--- src/rtl/mem_stage_pkg.sv ---
// Shared definitions for the MEM pipeline stage: bus widths, bus layouts and FSM encodings.
// The optional forwarding path in mem_stage is enabled by defining MEM_FWD_EN.
package mem_stage_pkg;

   localparam int EX_TO_MEM_BUS_WD = 109;
   localparam int MEM_TO_WB_BUS_WD = 108;
   localparam int MEM_TO_ID_BUS_WD = 39;

   localparam logic [1:0] ST_IDLE = 2'd0;
   localparam logic [1:0] ST_REQ  = 2'd1;
   localparam logic [1:0] ST_WAIT = 2'd2;
   localparam logic [1:0] ST_DONE = 2'd3;

   // Field order matches the concatenation used by the EX stage (first member is the MSB).
   typedef struct packed {
      logic        sel_rf_w_en;
      logic        sel_rf_w_data;
      logic        sel_data_ram_wd;
      logic [3:0]  data_ram_b_en;
      logic        data_ram_we;
      logic [31:0] data_ram_w_data;
      logic [4:0]  rf_w_addr;
      logic [31:0] alu_result;
      logic [31:0] inst_pc;
   } ex_to_mem_t;

   typedef struct packed {
      logic        sel_rf_w_en;
      logic        sel_rf_w_data;
      logic        sel_data_ram_wd;
      logic [3:0]  data_ram_b_en;
      logic [31:0] data_ram_r_data;
      logic [4:0]  rf_w_addr;
      logic [31:0] alu_result;
      logic [31:0] inst_pc;
   } mem_to_wb_t;

   typedef struct packed {
      logic        fwd_w_en;
      logic        fwd_data_ready;
      logic [31:0] fwd_w_data;
      logic [4:0]  fwd_w_addr;
   } mem_to_id_t;

   // Loads and stores both need a data RAM transaction.
   function automatic logic is_mem_op(input ex_to_mem_t e);
      return e.sel_rf_w_data | e.data_ram_we;
   endfunction

endpackage

--- src/rtl/mem_stage.sv ---
// MEM pipeline stage: EX/MEM register, single-outstanding data SRAM FSM and load response buffer.
// Define MEM_FWD_EN to drive the MEM->ID forwarding bus; otherwise it is tied to zero.
module mem_stage
   import mem_stage_pkg::*;
(
   input  logic                        clk,
   input  logic                        resetn,
   input  logic [EX_TO_MEM_BUS_WD-1:0] EX_to_MEM_bus,
   input  logic                        EX_to_MEM_valid,
   output logic                        MEM_allow_in,
   output logic [MEM_TO_WB_BUS_WD-1:0] MEM_to_WB_bus,
   output logic                        MEM_to_WB_valid,
   input  logic                        WB_allow_in,
   output logic                        data_sram_req,
   output logic                        data_sram_wr,
   output logic [3:0]                  data_sram_wstrb,
   output logic [31:0]                 data_sram_addr,
   output logic [31:0]                 data_sram_wdata,
   input  logic                        data_sram_addr_ok,
   input  logic                        data_sram_data_ok,
   input  logic [31:0]                 data_sram_rdata,
   output logic [MEM_TO_ID_BUS_WD-1:0] MEM_to_ID_bus,
   output logic [1:0]                  dbg_state
);

   // Handshake: a transfer happens on a rising edge where valid & allow_in are both high;
   // the sender holds its bus stable while valid is high and allow_in is low.
   ex_to_mem_t  ex_in;
   ex_to_mem_t  ex_mem_q, ex_mem_d;
   logic [1:0]  state_q, state_d;
   logic        mem_valid_q, mem_valid_d;
   logic [31:0] rsp_buf_q, rsp_buf_d;
   logic        ready_go;
   logic        capture;
   logic        is_load;
   logic        is_store;
   mem_to_wb_t  wb_bus;

   assign ex_in    = EX_to_MEM_bus;
   assign is_load  = ex_mem_q.sel_rf_w_data;
   assign is_store = ex_mem_q.data_ram_we;
   assign ready_go = (state_q == ST_DONE);

   assign MEM_allow_in    = ~mem_valid_q | (ready_go & WB_allow_in);
   assign MEM_to_WB_valid = mem_valid_q & ready_go;
   assign capture         = EX_to_MEM_valid & MEM_allow_in;

   always_comb begin
      ex_mem_d    = ex_mem_q;
      mem_valid_d = mem_valid_q;
      state_d     = state_q;
      rsp_buf_d   = rsp_buf_q;
      case (state_q)
         ST_REQ: begin
            if (data_sram_addr_ok) state_d = ST_WAIT;
         end
         ST_WAIT: begin
            if (data_sram_data_ok) begin
               state_d = ST_DONE;
               if (is_load) rsp_buf_d = data_sram_rdata;
            end
         end
         ST_DONE: begin
            if (WB_allow_in) begin
               state_d     = ST_IDLE;
               mem_valid_d = 1'b0;
            end
         end
         default: ;
      endcase
      // Capture is only possible from IDLE or a retiring DONE, so it never races the buffer update.
      if (capture) begin
         ex_mem_d    = ex_in;
         mem_valid_d = 1'b1;
         state_d     = is_mem_op(ex_in) ? ST_REQ : ST_DONE;
      end
   end

   always_ff @(posedge clk or negedge resetn) begin
      if (!resetn) begin
         ex_mem_q    <= '0;
         mem_valid_q <= 1'b0;
         state_q     <= ST_IDLE;
         rsp_buf_q   <= '0;
      end else begin
         ex_mem_q    <= ex_mem_d;
         mem_valid_q <= mem_valid_d;
         state_q     <= state_d;
         rsp_buf_q   <= rsp_buf_d;
      end
   end

   assign data_sram_req   = (state_q == ST_REQ);
   assign data_sram_wr    = is_store;
   assign data_sram_wstrb = is_store ? ex_mem_q.data_ram_b_en : 4'b0000;
   assign data_sram_addr  = ex_mem_q.alu_result;
   assign data_sram_wdata = ex_mem_q.data_ram_w_data;

   always_comb begin
      wb_bus                 = '0;
      wb_bus.sel_rf_w_en     = ex_mem_q.sel_rf_w_en;
      wb_bus.sel_rf_w_data   = ex_mem_q.sel_rf_w_data;
      wb_bus.sel_data_ram_wd = ex_mem_q.sel_data_ram_wd;
      wb_bus.data_ram_b_en   = ex_mem_q.data_ram_b_en;
      wb_bus.data_ram_r_data = is_load ? rsp_buf_q : 32'b0;
      wb_bus.rf_w_addr       = ex_mem_q.rf_w_addr;
      wb_bus.alu_result      = ex_mem_q.alu_result;
      wb_bus.inst_pc         = ex_mem_q.inst_pc;
   end

   assign MEM_to_WB_bus = wb_bus;

`ifdef MEM_FWD_EN
   mem_to_id_t fwd_bus;

   // data_ready is qualified by valid so the bus reads all-zero out of reset.
   always_comb begin
      fwd_bus                = '0;
      fwd_bus.fwd_w_en       = mem_valid_q & ex_mem_q.sel_rf_w_en;
      fwd_bus.fwd_data_ready = mem_valid_q & (~is_load | (state_q == ST_DONE));
      fwd_bus.fwd_w_data     = is_load ? rsp_buf_q : ex_mem_q.alu_result;
      fwd_bus.fwd_w_addr     = ex_mem_q.rf_w_addr;
   end

   assign MEM_to_ID_bus = fwd_bus;
`else
   assign MEM_to_ID_bus = '0;
`endif

   assign dbg_state = state_q;

endmodule

--- config.mk ---
export PLATFORM = sky130hd
export DESIGN_NAME = mem_stage
export DESIGN_NICKNAME = d
export VERILOG_FILES = /design/src/rtl/mem_stage_pkg.sv /design/src/rtl/mem_stage.sv
export SDC_FILE = /design/constraint.sdc
export NUM_CORES = 1
export LEC_CHECK = 0
export ABC_AREA = 0
export CAP_MARGIN = 20
export CORE_AREA = 4 4 140 142
export DETAILED_ROUTE_END_ITERATION = 16
export DIE_AREA = 0 0 144 146
export GPL_ROUTABILITY_DRIVEN = 0
export PLACE_DENSITY_LB_ADDON = 0.05
export REMOVE_ABC_BUFFERS = 1
export SYNTH_ARGS = -nofsm -noshare
export SYNTH_HDL_FRONTEND = slang
export SYNTH_SLANG_ARGS = --single-unit
--- constraint.sdc ---
create_clock -name clk -period 1.9 [get_ports clk]
set_input_delay 0.475 -clock clk [delete_from_list [all_inputs] [get_ports clk]]
set_output_delay 0.475 -clock clk [all_outputs]
set_load 0.005 [all_outputs]
==> out/metrics.yaml, run 1 <==
status:
  outcome: "complete, but fails checks"
  violations: "negative setup slack"
pwr:
  p_leak_nw: 4.73
  p_switching_mw: 4.68
  p_seq_frac: 0.324
  p_sw_frac: 0.267
  p_int_mw: 12.8
  power_frac_comb: 0.464
  clkPwrFrac: 0.211
  vdd_drop_max_mv: 0.726
  power_density_nw_per_um2: 1660
cts:
  numCtsBuffers: 17
  cts-root-buf: "clkbuf_16"
  cts.reportedPaths.clkPinSlew_ns: 0.06
  cts_max_path_buffers: 2
  htreeDepth: 4
  clock-sinks: 144
  clkLatencyLatePin_ns: 0.42
  tritoncts: "yes"
yosys:
  ys_ff_latch: 144
  synth_top_family_by_area: "multiplexers"
  syn-cell-area_um2: 6600
  synth.mux.area_fraction: 0.289
  synthAdderAreaFrac: 0
  synth_xor_xnor_area_share: 0
  synth_compound_area_frac: 0.00493
  syn_inst: 427
  yosys.area_share.simple: 0.0409
  avgSynthCellArea_um2: 15.5
  ys_seq_area_frac: 0.546
  yosysUniqueCellTypes: 24
  ys_warn_count: 0
flow_run:
  maxCapViolCount: 0
route:
  drt-pass1-iter-count: 4
  detail-route-antenna-nets: 0
  routedWlPerCell_um: 18.6
  drt-initial-drc-count: 91
  via_count: 4382
  vias_per_cell: 4.37
  drc: 0
  drt-total-wl_mm: 18.7
placement:
  numPortBuffers: 328
  dpl_worst_slack_ns: -0.332
  placed_cells: 956
  dpl.hpwl_mm: 13.8
setup_path:
  worstSetupEndpointType: "output port"
  criticalPathCategory: "register to output port"
  critPathLaunch: "is_load$_DFFE_PN0P_"
  arrival_ns: 1.48
  cp_max_fo: 8
  ff2ff_path_depth: 6
  endpoint: "MEM_to_WB_bus[81]"
  reg2reg_to: "data_sram_wdata[7]$_DFFE_PN0P_"
  critPathLaunchType: "register"
  r2r-start: "dbg_state[1]$_DFFE_PN0P_"
  rrSetupSlack_ns: 0.22
  crit_required_ns: 1.42
sta:
  hold_viol_final: 0
  finalSetupViolCount: 2
  rsz0062_at_grt: "yes"
  period_minus_slack_ns: 1.95
  fin_ws_ns: -0.0535
  whs_ns: 0.498
  fin_worst_skew_ns: 0.00966
  timing.final.crit_share: 1.03
  finalSetupTns_ns: -0.106
  clock.fmax_mhz: 512
  slew_viol_final: 0
hold_path:
  hold_path_class: "register to register"
  hold_path_depth: 1
floorplan:
  die_h_um: 146
  start_util: 0.358
  ioPinCount: 368
  rows: 50
  die_w_um: 144
  dieArea_um2: 21000
  core_area_um2: 18500
global_routing:
  use_met2: 0.286
  grt_pass1_vias: 4872
  antenna_found_initial: 0
  overflow: 0
  grt_pass1_wl_mm: 28.0
  gr-max-usage-layer: "met2"
  gr-usage-all-layers: 0.175
  grt_util_met1: 0.200
  grtUsageMet3: 0.0808
  grt_max_degree: 46
layout:
  diodes: 0
  final_core_util: 0.573
  nets: 902
  drive_gt1_frac: 0.323
  instances_no_fill: 1002
  syn_to_final_growth_pct: 60.0
## kinds of logic (layout without fill, tap and decap cells)
family | after synthesis | after routing
AO/OA/AOI/OAI | 4 | 4
buffers and inverters | 92 | 395
flip-flops | 144 | 144
multiplexers | 143 | 143
other | 1 | 39
AND/OR/NAND/NOR | 43 | 43
## placed cells by master, fill, tap and decap left out, drive strengths merged, types with 2 or more instances in the layout
master,n
and2,36
buf,46
bufinv,4
clkbuf,41
clkdlybuf4s15,4
clkdlybuf4s50,282
clkinv,2
clkinvlp,2
conb,39
dfrtp,144
dlygate4sd2,7
dlymetal6s2s,4
inv,2
mux2,142
## power groups by stage
stage	clock (mW)	sequential, mW	combinational (mW)
6_report	3.70	5.68	8.13
5_1_grt	3.93	5.89	8.68
3_5_place_dp	0	5.66	8.07
2_1_floorplan	0	5.68	3.02
4_1_cts	3.78	5.69	8.11
3_3_place_gp	0	5.64	8.02
## per-layer routing
metal,wire length (um),vias up,part of all wire
met5,0,-,0
met4,406,0,0.022
met3,2000,29,0.11
met2,9220,231,0.49
met1,7040,2139,0.38
li1,-,1983,-
## cell usage after synthesis
| cell type | count | share of area |
|---|---|---|
| dfrtp_1 | 144 | 0.55 |
| mux2_4 | 80 | 0.18 |
| buf_4 | 74 | 0.084 |
| mux2_2 | 53 | 0.090 |
| and2_1 | 36 | 0.034 |
| buf_12 | 9 | 0.027 |
| mux2_1 | 9 | 0.015 |
| buf_2 | 3 | 0.0023 |
| clkbuf_1 | 3 | 0.0017 |
| inv_1 | 2 | 0.0011 |
| a21boi_2 | 1 | 0.0017 |
| a21oi_1 | 1 | 0.00076 |
| a221o_1 | 1 | 0.0015 |
| a31oi_1 | 1 | 0.00095 |
| and3_1 | 1 | 0.00095 |
| buf_8 | 1 | 0.0023 |
| conb_1 | 1 | 0.00057 |
| mux2i_1 | 1 | 0.0015 |
| nand2_1 | 1 | 0.00057 |
| nand2b_1 | 1 | 0.00095 |
| nand3_2 | 1 | 0.0015 |
| nand4b_1 | 1 | 0.0013 |
| nor2_1 | 1 | 0.00057 |
| nor2b_1 | 1 | 0.00095 |
## worst max-delay path, cell delays in order, from the launching register on
cell	delay [ns]
dfrtp_2	0.46
buf_6	0.14
clkbuf_16	0.15
and2_1	0.13
clkdlybuf4s15_1	0.20
## timing repair
action	CTS	global route
hold buffers	1	0
pin swaps	1	1
gates resized for setup	80	77
gates cloned	2	1
endpoints found under the hold margin	34	0
endpoints found under the setup margin	43	39
setup buffers	7	6
## worst min-delay path by stage
| stage | startpoint | endpoint | slack [ns] |
|---|---|---|---|
| final | rsp_buf_q[3]$_DFFE_PN0P_ | rsp_buf_q[3]$_DFFE_PN0P_ | 0.50 |
| after global routing | rsp_buf_q[4]$_DFFE_PN0P_ | rsp_buf_q[4]$_DFFE_PN0P_ | 0.51 |
| after floorplan | resetn | MEM_to_WB_bus[0]$_DFFE_PN0P_ | 0.18 |
| after CTS | rsp_buf_q[28]$_DFFE_PN0P_ | rsp_buf_q[28]$_DFFE_PN0P_ | 0.50 |
| after detailed placement | resetn | MEM_to_WB_bus[101]$_DFFE_PN0P_ | 0.43 |
| after global placement | resetn | MEM_to_WB_bus[102]$_DFFE_PN0P_ | 0.41 |
## metrics by stage
step	cell area, um^2	total power, mW
6_report	10600	17.5
5_1_grt	10600	18.5
4_1_cts	10500	17.6
3_5_place_dp	9820	13.7
3_3_place_gp	9820	13.7
2_1_floorplan	5970	8.70
## flip-flops by register name (all words and copies together), names as in the netlist
register         cells
MEM_to_WB_bus       43
data_sram_addr      32
data_sram_wdata     32
data_sram_wr         1
dbg_state            2
is_load              1
mem_valid_q          1
rsp_buf_q           32
## final cells by class
type                       instances  area, um^2
fill                            1516        7890
sequential                       144        3610
multi-input combinational        229        2410
clock inverter                     8         149
clock buffer                      24         512
tap                              234         293
inverter                           2        7.51
timing repair buffer             361        3590
Power figures use the tool's default switching activity.
==> run 2, diff against run 1 <==
CORE_AREA = 4 4 143 145   (was 4 4 140 142)
DIE_AREA = 0 0 147 149   (was 0 0 144 146)
clock period = 2.3 ns   (was 1.9 ns; I/O delays follow)
==> out/metrics.yaml, run 2 (same netlist as run 1, synthesis figures left out) <==
status:
  outcome: "finished clean"
layout:
  syn_to_final_growth_pct: 58.5
  drive_gt1_frac: 0.255  # -0.0676
  fin_area_um2: 10500  # -0.93%
  final_core_util: 0.545  # -0.0276
  nFillCells: 1637  # +8.0%
  final_common_cell: "clkdlybuf4s50_1"
  nets: 891  # -1.2%
  diodes: 0  # unchanged
  final_cell_mix: "312 x clkdlybuf4s50_1, 143 x dfrtp_1, 80 x mux2_4"
  largest_reg_flops: 43  # unchanged
sta:
  slew_viol_final: 0  # unchanged
  period_minus_slack_ns: 2.24
  rsz0062_at_grt: "yes"
  fin_worst_skew_ns: 0.00992  # +0.000265 ns
  finalSetupViolCount: 0  # -2
  whs_ns: 0.149  # -0.349 ns
  worst_slew_margin_rel: 0.614
  timing.final.crit_share: 0.973
  hold_viol_final: 0  # unchanged
  worst_pin_slew_ns: 0.579
  fin_ws_ns: 0.0628  # +0.116 ns
  clock.fmax_mhz: 447
floorplan:
  start_util: 0.344  # -0.0140
  ioPinCount: 368  # unchanged
  die_h_um: 149  # +2.1%
  die_w_um: 147  # +2.1%
  core_area_um2: 19200  # +4.1%
  dieArea_um2: 21900  # +4.2%
  rows: 51  # +2.0%
route:
  drc: 0  # unchanged
  via_count: 4283  # -2.3%
  drt-initial-drc-count: 129  # +42%
  drt-pass1-iter-count: 4  # unchanged
  routedWlPerCell_um: 17.5  # -5.9%
  vias_per_cell: 4.19  # -4.1%
  detail-route-antenna-nets: 0  # unchanged
  drt-total-wl_mm: 17.9  # -4.1%
pwr:
  vdd_drop_max_mv: 0.585  # -19%
  p_sw_frac: 0.272  # +0.00424
  power_frac_comb: 0.473  # +0.009
  p_switching_mw: 3.75  # -20%
  p_seq_frac: 0.339  # +0.015
  power_density_nw_per_um2: 1320  # -20%
  clkPwrFrac: 0.188  # -0.023
  p_leak_nw: 4.69  # -1.0%
  p_int_mw: 10.1  # -22%
  p_total_mw: 13.8  # -21%
cts:
  clkLatencyLatePin_ns: 0.41  # about the same
  numCtsBuffers: 17  # unchanged
  htreeDepth: 4  # unchanged
  tritoncts: "yes"
  cts.reportedPaths.clkPinSlew_ns: 0.06  # about the same
  cts_max_path_buffers: 2  # unchanged
  clock-sinks: 144  # unchanged
  postCtsHoldBufs: 0  # -1
  cts-root-buf: "clkbuf_16"
global_routing:
  grt_max_degree: 59  # +28%
  grt_pass1_vias: 4859  # -0.27%
  overflow: 0  # unchanged
  grt_pass1_wl_mm: 27.6  # -1.4%
  antenna_found_initial: 0  # unchanged
  gr-usage-all-layers: 0.162  # -0.0122
setup_path:
  rrSetupSlack_ns: 0.46  # +0.24 ns
  criticalPathCategory: "register to output port"
  ff2ff_path_depth: 6  # unchanged
  crit_required_ns: 1.73  # +0.31 ns
  r2r-start: "dbg_state[1]$_DFFE_PN0P_"
  reg2reg_to: "data_sram_wdata[0]$_DFFE_PN0P_"
  worstSetupEndpointType: "output port"
  slowest_stage: "clkdlybuf4s50_1"
  arrival_ns: 1.66  # +0.18 ns
  path_buf_inv: 2  # -1
  worst_path_largest_cell_delay_ns: 0.50  # +0.04 ns
  path_cells: "buf_12 > and2_1 > clkdlybuf4s50_1"
  critPathLaunchType: "register"
  cpLargestDelayFamily: "buffers and inverters"
  cp_max_fo: 33  # +25
placement:
  dpl_worst_slack_ns: -0.0983  # +0.233 ns
  dpl.hpwl_mm: 13.8  # -0.57%
  numPortBuffers: 328  # unchanged
  place_area_um2: 9860  # +0.42%
flow_run:
  maxCapViolCount: 0  # unchanged
hold_path:
  hold_path_class: "input pin to async pin"
## run 2: area by class of cell
| class | count | area, um^2 | area share |
|---|---|---|---|
| Multi-Input combinational cell | 229 | 2380 | 0.227 |
| Clock inverter | 12 | 114 | 0.0109 |
| Sequential cell | 144 | 3600 | 0.344 |
| Clock buffer | 19 | 443 | 0.0423 |
| Timing Repair Buffer | 350 | 3590 | 0.343 |
| Inverter | 2 | 7.51 | 0.000717 |
| Tap cell | 265 | 332 | 0.0317 |
## run 2: how the worst max path moves through the flow
stage	slack, ns	end	startpoint	cells after the start
floorplan	-3.28	MEM_to_WB_bus[64]$_DFFE_PN0P_	WB_allow_in	3
global placement	-0.08	data_sram_wdata[0]$_DFFE_PN0P_	WB_allow_in	7
detailed placement	-0.1	data_sram_wdata[0]$_DFFE_PN0P_	WB_allow_in	7
CTS	0.006	MEM_to_WB_bus[96]	is_load$_DFFE_PN0P_	3
global route	-0.02	MEM_to_WB_bus[90]	is_load$_DFFE_PN0P_	3
finish	0.06	MEM_to_WB_bus[81]	is_load$_DFFE_PN0P_	3
## run 2: what timing repair did
action                                  CTS  global route
endpoints found under the setup margin   15            18
buffers inserted                          1             0
resized for setup                         3            17
pin swaps                                 0             0
## run 2: worst reg2reg max path, stage by stage (launching register included)
cell and delay, ns:
dfrtp_1 0.50, nand3_2 0.12, buf_4 0.16, a21boi_4 0.19, buf_12 0.19, buf_12 0.21
mux2_2 0.36
## run 2: power by group through the flow
stage	logic [mW]	registers (mW)	clock network, mW
after floorplan	2.49	4.70	0
after global placement	6.61	4.67	0
after detailed placement	6.66	4.68	0
after CTS	6.68	4.70	2.68
after global routing	6.99	4.87	2.81
final	6.53	4.67	2.59
## run 2: routing by layer
layer	wire length, um	GRT usage
met1	6910	0.188
met2	9000	0.274
met3	1680	0.0678
met4	318	0.0536
met5	0	0
## run 2: through the flow
step,TNS (ns),instances
after floorplan,-359.77,375
after CTS,0,1021
after global placement,-1.87,989
after detailed placement,-3.10,989
after global routing,-0.0449,1021
final,0,1021
